===== config.mk =====
export PLATFORM = sky130hd
export DESIGN_NAME = regfile_sb
export DESIGN_NICKNAME = d
export VERILOG_FILES = /design/src/rtl/regfile_pkg.sv /design/src/rtl/regfile_scoreboard.sv /design/src/rtl/regfile_sb.sv
export SDC_FILE = /design/constraint.sdc
export NUM_CORES = 2
export LEC_CHECK = 0
export CAP_MARGIN = 20
export CELL_PAD_IN_SITES_DETAIL_PLACEMENT = 1
export CELL_PAD_IN_SITES_GLOBAL_PLACEMENT = 1
export CORE_UTILIZATION = 59
export CTS_CLUSTER_SIZE = 25
export DETAILED_ROUTE_END_ITERATION = 10
export PLACE_DENSITY = 0.91
export SYNTH_ARGS = -nofsm -noshare
export SYNTH_HDL_FRONTEND = slang
export SYNTH_HIERARCHICAL = 1
export SYNTH_SLANG_ARGS = --single-unit

===== constraint.sdc =====
create_clock -name clk -period 5 [get_ports clk]
set_input_delay 0.75 -clock clk [delete_from_list [all_inputs] [get_ports clk]]
set_output_delay 0.75 -clock clk [all_outputs]
set_load 0.05 [all_outputs]

===== src/rtl/regfile_pkg.sv =====
// Shared constants and types for the scoreboarded register file.
// Provides default widths, the register address type and the zero register.
package regfile_pkg;

  localparam int XLEN_DEF  = 32;
  localparam int NREGS_DEF = 32;
  localparam int AW_DEF    = $clog2(NREGS_DEF);

  typedef logic [AW_DEF-1:0] reg_addr_t;

  localparam reg_addr_t ZERO_REG = '0;

endpackage


===== src/rtl/regfile_scoreboard.sv =====
// Busy-bit array: issue sets, write-back clears, flush clears all.
// Ports: clk, rst (async active-low), iss_en/iss_rd, wr_en/wr_addr, flush -> busy, iss_ok.
module regfile_scoreboard
  import regfile_pkg::*;
#(
  parameter int NREGS = NREGS_DEF,
  parameter int AW    = $clog2(NREGS)
) (
  input  logic             clk,
  input  logic             rst,
  input  logic             flush,
  input  logic             iss_en,
  input  logic [AW-1:0]    iss_rd,
  input  logic             wr_en,
  input  logic [AW-1:0]    wr_addr,
  output logic [NREGS-1:0] busy,
  output logic             iss_ok
);

  logic [NREGS-1:0] busy_q;
  logic [NREGS-1:0] busy_d;

  assign busy   = busy_q;
  assign iss_ok = !busy_q[iss_rd];

  // Priority per entry: flush, then set, then clear.
  always_comb begin
    busy_d = busy_q;
    for (int i = 1; i < NREGS; i++) begin
      if (flush)
        busy_d[i] = 1'b0;
      else if (iss_en && iss_ok && iss_rd == AW'(i))
        busy_d[i] = 1'b1;
      else if (wr_en && wr_addr == AW'(i))
        busy_d[i] = 1'b0;
    end
    busy_d[0] = 1'b0;
  end

  always_ff @(posedge clk or negedge rst) begin
    if (!rst)
      busy_q <= '0;
    else
      busy_q <= busy_d;
  end

endmodule


===== src/rtl/regfile_sb.sv =====
// Register file with scoreboard, registered 2-port read and 1 write port.
// Ports: clk, rst, rd_req/rs1/rs2 -> rs1_data/rs2_data/rd_vld/hazard,
// iss_en/iss_rd -> iss_ok, wr_en/wr_addr/wr_data, flush.
// Define REGFILE_BYPASS_EN to forward same-cycle write data to reads.
module regfile_sb
  import regfile_pkg::*;
#(
  parameter int XLEN  = XLEN_DEF,
  parameter int NREGS = NREGS_DEF,
  parameter int AW    = $clog2(NREGS)
) (
  input  logic            clk,
  input  logic            rst,
  input  logic            rd_req,
  input  logic [AW-1:0]   rs1,
  input  logic [AW-1:0]   rs2,
  output logic [XLEN-1:0] rs1_data,
  output logic [XLEN-1:0] rs2_data,
  output logic            rd_vld,
  output logic            hazard,
  input  logic            iss_en,
  input  logic [AW-1:0]   iss_rd,
  output logic            iss_ok,
  input  logic            wr_en,
  input  logic [AW-1:0]   wr_addr,
  input  logic [XLEN-1:0] wr_data,
  input  logic            flush
);

  logic [XLEN-1:0]  regs [NREGS];
  logic [NREGS-1:0] busy;
  logic             wr_live;
  logic             rs1_busy;
  logic             rs2_busy;
  logic             rd_go;
  logic [XLEN-1:0]  rs1_val;
  logic [XLEN-1:0]  rs2_val;

  regfile_scoreboard #(
    .NREGS (NREGS),
    .AW    (AW)
  ) u_sb (
    .clk     (clk),
    .rst     (rst),
    .flush   (flush),
    .iss_en  (iss_en),
    .iss_rd  (iss_rd),
    .wr_en   (wr_en),
    .wr_addr (wr_addr),
    .busy    (busy),
    .iss_ok  (iss_ok)
  );

  assign wr_live = wr_en && (wr_addr != AW'(ZERO_REG));

`ifdef REGFILE_BYPASS_EN
  always_comb begin
    rs1_busy = busy[rs1] && !(wr_live && wr_addr == rs1);
    rs2_busy = busy[rs2] && !(wr_live && wr_addr == rs2);
    rs1_val  = regs[rs1];
    rs2_val  = regs[rs2];
    if (wr_live && wr_addr == rs1) rs1_val = wr_data;
    if (wr_live && wr_addr == rs2) rs2_val = wr_data;
  end
`else
  // A register being written this cycle stalls reads until the edge.
  always_comb begin
    rs1_busy = busy[rs1] || (wr_live && wr_addr == rs1);
    rs2_busy = busy[rs2] || (wr_live && wr_addr == rs2);
    rs1_val  = regs[rs1];
    rs2_val  = regs[rs2];
  end
`endif

  assign hazard = rd_req && (rs1_busy || rs2_busy);
  assign rd_go  = rd_req && !hazard;

  // regs[0] is never written, so it stays at its reset value of 0.
  always_ff @(posedge clk or negedge rst) begin
    if (!rst) begin
      for (int i = 0; i < NREGS; i++)
        regs[i] <= '0;
    end else if (wr_live) begin
      regs[wr_addr] <= wr_data;
    end
  end

  always_ff @(posedge clk or negedge rst) begin
    if (!rst) begin
      rs1_data <= '0;
      rs2_data <= '0;
      rd_vld   <= 1'b0;
    end else begin
      rd_vld <= rd_go;
      if (rd_go) begin
        rs1_data <= rs1_val;
        rs2_data <= rs2_val;
      end
    end
  end

endmodule


==> impl_results.md <==
- FF-to-FF path depth: 6
- Mapped Cells: 3569
- Met3 Usage GRT: 11.56%
- Worst Path Required: 4.25 ns
- Warnings from Yosys: 6
- Synth Cell Area: 0.05878 mm²
- Die X: 317.6 µm
- Met2 usage: 65.78%
- Switch share: 31.27%
- Worst Path Buf+Inv: 3
- Reg2reg start: u_sb/busy[31]$_DFFE_PN0P_
- # DRC: 2
- First-pass GRT wire length: 313000 µm
- Setup bufs post-CTS: 0
- Die area: 0.1009 mm²
- Peak Freq: 226.6 MHz
- Starting DRT DRC Count: 5119
- Clk root buf: clkbuf_16
- Top_reg_cell synth: dfrtp_1
- CTS tree: yes
- Most frequent CP cell: clkdlybuf4s50_1
- Crit start category: input port
- GP Congestion: 0.8546
- CP Cell Sequence: clkdlybuf4s50_1 > buf_4 > mux2i_1 > a22oi_1 > nand3_2 > mux4_2 > clkdlybuf4s50_1
- Initial Util: 59.63%
- Vias per cell: 7.987
- Crit-path slowest cell: clkdlybuf4s50_1
- IO Port Bufs: 124
- Antenna Nets Post-Route: 0
- RR Endpoint: rs2_data[17]$_DFFE_PN0P_
- Commonest non-fill, non-tap cell in the layout: mux2_2
- Die height: 317.6 µm
- Post-synth EDFFs: 0
- Cell Int Power: 20.17 mW
- Core Rows: 115
- CP Class: input port to output port
- Worst reg2reg setup slack: 1.75 ns
- Drt first pass iters: 9
- Fin. Hold Viols: 0
- Tot GR Track Use: 42.67%
- HPWL after DPL: 108600 µm
- Core Area: 0.09856 mm²
- Cts hold-fix bufs: 0
- Syn avg cell area: 16.47 µm²
- Setup crit start: iss_rd[1]
- Crit-path leading delay family: buffers and inverters
- Share of cells above drive strength 1: 59.18%
- Synth-to-Final Area Change: 11.44%
- DR vias: 39.18k
- Total of max-cap violations: 0
- Worst-Skew Late Latency: 0.75 ns
- Reg power frac: 43.3%
- Critical path arrival: 3.66 ns
- H-tree depth: 3
- Leakage: 27.82 nW
- Maximum vdd drop: 0.0003636 V
- Grt met1 use: 53.45%
- CP endpoint kind: output port
- Total grt overflow: 0
- Largest net degree at the start of global routing: 130
- Non-filler cells, final: 4905
- CTS max path bufs: 3
- Vias in the first global route: 42.62k
- Net Switching: 9.176 mW
- CP Max Fanout: 11
- DRT Wirelength: 212000 µm
- Failing checks: design-rule violations
- I/O pins: 125
- Cell Pwr Density: 448.1 mW/mm²
- Final core occ: 66.45%
- Fin nets: 3568
- Clock share of power: 32.8%
- Tot Pwr: 29.35 mW
- CTS buffer count: 118
- Number of placed cells counting well taps: 4664
- Async SR Flop Fraction: 100.0%
- Slew @ Worst Pin: 1.212 ns
- Commonest non-fill, non-tap cells in the layout: mux2_2 (1127), dfrtp_1 (1120), mux4_2 (652)
- Relative slew slack: 18.97%
- Sequential cell area fraction in the yosys report: 47.68%
- Crit path time final: 4.414 ns
- Setup violators final: 0
- Part of the cycle the worst path needs: 88.27%
- GR peak layer: met2
- Unrepaired setup endpoints after global routing: no
- PostCTS Resize Cnt: 0
- Sink Count: 1120
- Comb power frac: 24.0%
- Netlist cell types: 58
- Drt wl/cell: 43.21 µm
- Hold Path Class: input port to async pin
- CP max stage delay: 0.79 ns
- Count of state elements after synthesis: 1120
- Clock Pin Slew Worst Setup and Hold Paths: 0.06 ns
- Setup TNS: 0 ns
- Outcome: finished, violations left
- Final Max Slew Viols: 0
- Worst Clk Skew: 0.04592 ns
- Initial antenna violation count: 12
- Syn Nets: 3627
==> worst reg2reg max path: stages, from the launching register on <==
cell and delay, ns:
dfrtp_1 0.45, mux4_2 0.49, mux2_2 0.29, a311o_1 0.40, nor4b_4 0.32, buf_4 0.65
mux2_2 0.55
==> flip-flops by register name (all words and copies together) (netlist names) <==
| signal | cells |
|---|---|
| regs | 1024 |
| u_sb/busy | 31 |
| rd_vld | 1 |
| rs1_data | 32 |
| rs2_data | 32 |
==> synthesized netlist by cell type (all sizes together), types with 5 or more instances <==
| cell | count | area [µm²] |
|---|---|---|
| mux2 | 1128 | 12700 |
| dfrtp | 1120 | 28030 |
| mux4 | 652 | 14680 |
| clkbuf | 277 | 1050 |
| buf | 132 | 679.4 |
| nor2 | 38 | 142.6 |
| nand2 | 31 | 116.4 |
| o21ai | 23 | 115.1 |
| mux2i | 22 | 220.2 |
| nand3 | 18 | 95.09 |
| a31o | 10 | 87.58 |
| o211ai | 10 | 75.07 |
| nor2b | 9 | 56.30 |
| nand2b | 8 | 50.05 |
| a21oi | 7 | 35.03 |
| inv | 6 | 22.52 |
| nand3b | 6 | 45.04 |
| nand4 | 6 | 37.54 |
| nor3b | 6 | 45.04 |
| xor2 | 6 | 52.55 |
| nor3 | 5 | 25.02 |
==> stage by stage <==
| stage | cell area (µm²) | setup WS (ns) | hold WS [ns] |
|---|---|---|---|
| global placement | 61080 | 0.6871 | 0.3763 |
| CTS | 65200 | 0.6240 | 0.2161 |
| global route | 65490 | 0.5072 | 0.2440 |
| finish | 65500 | 0.5865 | 0.1935 |
| floorplan | 58780 | 1.744 | 0.4413 |
| detailed placement | 61080 | 0.6360 | 0.3836 |
==> cell type report <==
class                   instances  area [µm²]
multi-input cells            2034       29170
clock buffers                 171        3433
inverters                       6       27.53
flip-flops and latches       1120       28030
clock inverters                50       680.7
well taps                    1287        1610
diodes                          7       17.52
fillers                      7933       33060
repair buffers                230        2537
==> how the worst max path moves through the flow <==
stage	to	slack, ns	cells after the start
2_1_floorplan	rs2_data[31]$_DFFE_PN0P_	1.74	7
3_3_place_gp	iss_ok	0.69	6
3_5_place_dp	iss_ok	0.64	6
4_1_cts	iss_ok	0.62	7
5_1_grt	iss_ok	0.51	7
6_report	iss_ok	0.59	7
==> kinds of logic after synthesis <==
kind of cell,count (synthesis),synth area share (%)
other cells,1,0.006380
buf+inv,415,2.980
simple gates,149,1.358
mux,1802,46.97
xor+xnor,10,0.1490
flops,1120,47.68
compound gates,72,0.8558
==> per-layer routing <==
metal / vias to the layer above / wire length, µm
met2: 3219 / 100500
li1: 13810 / -
met4: 12 / 16030
met3: 1058 / 22220
met5: - / 125
met1: 21070 / 73060
==> power groups by stage <==
stage	combinational [mW]	sequential, mW	clock, mW
floorplan	4.12	12.5	0
global placement	6.23	12.0	0
detailed placement	6.64	12.5	0
CTS	6.95	12.6	9.61
global route	7.25	12.8	9.90
finish	7.03	12.7	9.61
Note: power is estimated with default switching activity, not from simulation.
